### src/rtl/hiscore_ram_arb.sv
// Arbitrates the game RAM between the CPU and the hiscore engine: pause the CPU, wait for a safe
// bus boundary (or time out), let the mux settle, then hand the RAM to the hiscore side.
module hiscore_ram_arb #(
    parameter int unsigned AW            = 10,
    parameter int unsigned SETTLE_CYCLES = 2,
    parameter int unsigned SAFE_TIMEOUT  = 255
) (
    input  logic          clk,
    input  logic          reset_n,

    input  logic          hs_access,
    input  logic [AW-1:0] hs_address,
    input  logic [7:0]    hs_wdata,
    input  logic          hs_write,
    output logic [7:0]    hs_rdata,
    output logic          hs_granted,

    input  logic [AW-1:0] cpu_address,
    input  logic [7:0]    cpu_wdata,
    input  logic          cpu_write,
    input  logic          cpu_cycle_end,
    output logic          cpu_pause,

    output logic [AW-1:0] ram_address,
    output logic [7:0]    ram_wdata,
    output logic          ram_we,
    input  logic [7:0]    ram_q
);

    typedef enum logic [2:0] {
        StIdle,
        StWaitSafe,
        StSettle,
        StOwned,
        StRelease
    } state_e;

    localparam logic [7:0] TimeoutVal = 8'(SAFE_TIMEOUT);
    localparam logic [3:0] SettleLoad = 4'(SETTLE_CYCLES - 1);

    state_e      state_q, state_d;
    logic [7:0]  wait_cnt_q, wait_cnt_d;
    logic [3:0]  settle_cnt_q, settle_cnt_d;
    logic [7:0]  hs_rdata_q, hs_rdata_d;
    logic        hs_side;

    // Mux already points at the hiscore side while settling and releasing, but writes stay off.
    assign hs_side = (state_q == StSettle) || (state_q == StOwned) || (state_q == StRelease);

    always_comb begin
        state_d      = state_q;
        wait_cnt_d   = wait_cnt_q;
        settle_cnt_d = settle_cnt_q;

        case (state_q)
            StIdle: begin
                if (hs_access) begin
                    state_d    = StWaitSafe;
                    wait_cnt_d = 8'd0;
                end
            end
            StWaitSafe: begin
                // Losing the request wins over any safe point or timeout.
                if (!hs_access) begin
                    state_d = StIdle;
                end else if (cpu_cycle_end || (wait_cnt_q == TimeoutVal)) begin
                    state_d      = StSettle;
                    settle_cnt_d = SettleLoad;
                end else if (wait_cnt_q != 8'hFF) begin
                    wait_cnt_d = wait_cnt_q + 8'd1;
                end
            end
            StSettle: begin
                if (!hs_access) begin
                    state_d = StRelease;
                end else if (settle_cnt_q == 4'd0) begin
                    state_d = StOwned;
                end else begin
                    settle_cnt_d = settle_cnt_q - 4'd1;
                end
            end
            StOwned: begin
                if (!hs_access) begin
                    state_d = StRelease;
                end
            end
            StRelease: begin
                state_d = StIdle;
            end
            default: begin
                state_d = StIdle;
            end
        endcase
    end

    always_comb begin
        ram_address = hs_side ? hs_address : cpu_address;
        ram_wdata   = hs_side ? hs_wdata : cpu_wdata;
        ram_we      = 1'b0;

        case (state_q)
            StIdle, StWaitSafe: ram_we = cpu_write;
            // A dropping request blocks the write in its final owned cycle.
            StOwned:            ram_we = hs_write & hs_access;
            default:            ram_we = 1'b0;
        endcase

        hs_rdata_d = hs_side ? ram_q : hs_rdata_q;
    end

    assign cpu_pause  = (state_q != StIdle);
    assign hs_granted = (state_q == StOwned);
    assign hs_rdata   = hs_rdata_q;

    always_ff @(posedge clk or negedge reset_n) begin
        if (!reset_n) begin
            state_q      <= StIdle;
            wait_cnt_q   <= 8'd0;
            settle_cnt_q <= 4'd0;
            hs_rdata_q   <= 8'h00;
        end else begin
            state_q      <= state_d;
            wait_cnt_q   <= wait_cnt_d;
            settle_cnt_q <= settle_cnt_d;
            hs_rdata_q   <= hs_rdata_d;
        end
    end

endmodule

### config.mk
export PLATFORM = sky130hd
export DESIGN_NAME = hiscore_ram_arb
export DESIGN_NICKNAME = d
export VERILOG_FILES = /design/src/rtl/hiscore_ram_arb.sv
export SDC_FILE = /design/constraint.sdc
export NUM_CORES = 1
export LEC_CHECK = 0
export CAP_MARGIN = 5
export CORE_MARGIN = 3
export CORE_UTILIZATION = 35
export DETAILED_ROUTE_END_ITERATION = 10
export PLACE_DENSITY = 0.75
export REMOVE_ABC_BUFFERS = 1
export SYNTH_ARGS = -nofsm -noshare
export SYNTH_HDL_FRONTEND = slang
export SYNTH_SLANG_ARGS = --single-unit
### constraint.sdc
create_clock -name clk -period 3.3 [get_ports clk]
set_input_delay 0.99 -clock clk [delete_from_list [all_inputs] [get_ports clk]]
set_output_delay 0.99 -clock clk [all_outputs]
set_load 0.01 [all_outputs]
==> results.sh <==
export IMPL_grt_pass1_wl_microns=5747
export IMPL_finalPower_mw=1.306
export IMPL_grtUsageMet1_pct=17.53
export IMPL_place_congestion=0.8575
export IMPL_synth_seq_cells=23
export IMPL_die_y_microns=68.51
export IMPL_post_cts_resized=0
export IMPL_fin_util_pct=61.28
export IMPL_hold_viol_final=0
export IMPL_syn_area_per_cell_sq_um=10.36
export IMPL_critical_path_startpoint="state_q[1]"
export IMPL_reg2reg_to="settle_cnt_q[2]"
export IMPL_slew_viol_final=0
export IMPL_yosysWarnings=0
export IMPL_end_kind="output pin"
export IMPL_hpwl_microns=3068
export IMPL_p_per_area_nw_per_um2=573.5
export IMPL_fmaxAchievable_mhz=317.6
export IMPL_synth_enable_flop_cells=0
export IMPL_timing_final_crit_share_pct=95.41
export IMPL_cp_max_fo=19
export IMPL_io_buffers=78
export IMPL_worstSetupEndpoint="ram_address[3]"
export IMPL_nets=266
export IMPL_drive_gt1_share_pct=18.78
export IMPL_yosysTopAreaCell="dfrtp_1"
export IMPL_syn_inst=132
export IMPL_grt_use_total_pct=15.92
export IMPL_cp_required_ns=2.31
export IMPL_reg2reg_from="wait_cnt_q[0]"
export IMPL_stdcell_area_sq_um=2277
export IMPL_diodes=0
export IMPL_worstRegToRegCells=5
export IMPL_synthTopCellsByArea="dfrtp_1, mux2_2, a31oi_1"
export IMPL_routed_wirelength_microns=3824
export IMPL_fin_skew_ns=0.004555
export IMPL_critPathKind="reg2out"
export IMPL_ys_seq_area_share_pct=42.09
export IMPL_synthArstFlopShare_pct=100.0
export IMPL_period_minus_slack_ns=3.149
export IMPL_initialDrtViolationCount=35
export IMPL_drv_cap=0
export IMPL_clk_latency_ns=0.25
export IMPL_path_clk_slew_ns=0.08
export IMPL_root_buffer="clkbuf_8"
export IMPL_synth_cell_types=33
export IMPL_syn_area_sq_um=1368
export IMPL_hold_buffers=0
export IMPL_antenna_found_initial=0
export IMPL_hold_slack_ns=0.5071
export IMPL_peakVddDrop_v=0.0002507
export IMPL_core_area_sq_um=3716
export IMPL_synth_flop_cell="dfrtp_1"
export IMPL_cts_num_sinks=23
export IMPL_synth_top_cells_by_count="mux2_2, dfrtp_1, inv_1"
export IMPL_synthToLayoutAreaGrowth_pct=66.51
export IMPL_place_area_sq_um=2225
export IMPL_drcViolationCount=0
export IMPL_slew_headroom_pct=65.50
export IMPL_die_w_microns=68.51
export IMPL_hold_start="hs_rdata[1]"
export IMPL_r2r_slack_ns=1.12
export IMPL_setup_viol=0
export IMPL_cts_tree="built"
export IMPL_via_count=1318
export IMPL_critPathArrivalTime_ns=2.16
export IMPL_grt_max_degree=24
export IMPL_p_leak_nw=0.9454
export IMPL_use_met3_pct=4.538
export IMPL_worst_pin_slew_ns=0.5164
export IMPL_num_fill_cells=318
export IMPL_firstDrtPassIters=4
export IMPL_grt_pass1_vias=1300
export IMPL_cp_start_kind="flip-flop"
export IMPL_rsz0062_at_grt="false"
export IMPL_vias_per_cell=5.050
export IMPL_status="finished clean"
export IMPL_die_area_sq_um=4694
export IMPL_busiest_layer="met2"
export IMPL_cts_buffers=3
export IMPL_yosysMostFrequentCell="mux2_2"
export IMPL_ant_nets=0
export IMPL_yosys_area_top_type_share_pct=42.09
export IMPL_wire_per_inst_microns=14.65
export IMPL_start_util_pct=36.80
export IMPL_fp_row_count=22
export IMPL_grt_util_met2_pct=30.51
export IMPL_hold_path_class="reg2reg"
export IMPL_htree_levels=1
export IMPL_timing_setup_tns_ns=0
export IMPL_gr_total_overflow=0
export IMPL_pin_count=79
export IMPL_cts_setup_buffers=0
export IMPL_clk_path_buf_depth=2
state kept, by name (all words and copies together) (netlist names):
signal / cells
hs_rdata: 8
wait_cnt_q: 8
settle_cnt_q: 4
state_q: 3
where the power goes:
group | internal, mW | leakage, nW | switching (mW)
registers | 0.368 | 0.294 | 0.0672
clock network | 0.0858 | 0.0228 | 0.0808
logic | 0.428 | 0.629 | 0.276
total | 0.882 | 0.945 | 0.424
cell families after synthesis:
family | after synthesis | synth area share, %
AOI/OAI and AO/OA | 24 | 11.99
xor gates and xnor gates | 2 | 1.281
adders and majority gates | 2 | 1.830
buffers and inverters | 17 | 5.124
DFF | 23 | 42.09
muxes | 27 | 22.14
and+or+nand+nor | 37 | 15.55
per-layer routing:
layer / up-vias / part of all wire (%)
met5: - / 0
met4: 0 / 0.34
met3: 2 / 13
met2: 61 / 49
met1: 615 / 38
li1: 640 / -
critical path: stages, from the launching register on:
cell and delay (ns):
dfrtp_2 0.47, nand2b_1 0.17, a21boi_2 0.19, buf_6 0.21
mux2_2 0.36, clkdlybuf4s50_1 0.49
layout by cell type (no fill, tap or decap), types with 2 or more instances in the layout:
cell type,n
nand2b_1,5
nand3_1,4
clkdlybuf4s50_1,77
a31oi_1,8
nor3_1,3
mux2_2,26
inv_1,10
nor2_1,6
nor2b_1,2
o21ai_0,4
xnor2_1,2
nand2_1,7
dfrtp_1,22
o2bb2ai_1,2
o221ai_1,2
and3_1,2
a21oi_1,3
ha_1,2
clkbuf_8,3
buf_4,5
worst min-delay path by stage:
stage | to | cells after the start
global placement | hs_rdata[4] | 1
detailed placement | hs_rdata[1] | 1
CTS | hs_rdata[1] | 1
floorplan | wait_cnt_q[6] | 1
global route | hs_rdata[4] | 1
finish | hs_rdata[1] | 1
area by class of cell:
class | count | area [sq um] | share of cell area [%]
sequential | 23 | 576.8 | 25.33
tap | 48 | 60.06 | 2.637
timing repair buffer | 84 | 832.0 | 36.54
inverter | 10 | 37.54 | 1.648
multi-input combinational | 92 | 725.7 | 31.87
clock buffer | 4 | 45.04 | 1.978
per-stage QoR:
step | setup WS [ns] | std cells
CTS | 0.02763 | 261
global route | 0.03565 | 261
floorplan | -0.04308 | 125
global placement | 0.02527 | 257
detailed placement | 0.02523 | 257
finish | 0.1514 | 261
No activity file was read; power rests on OpenSTA's default activity.
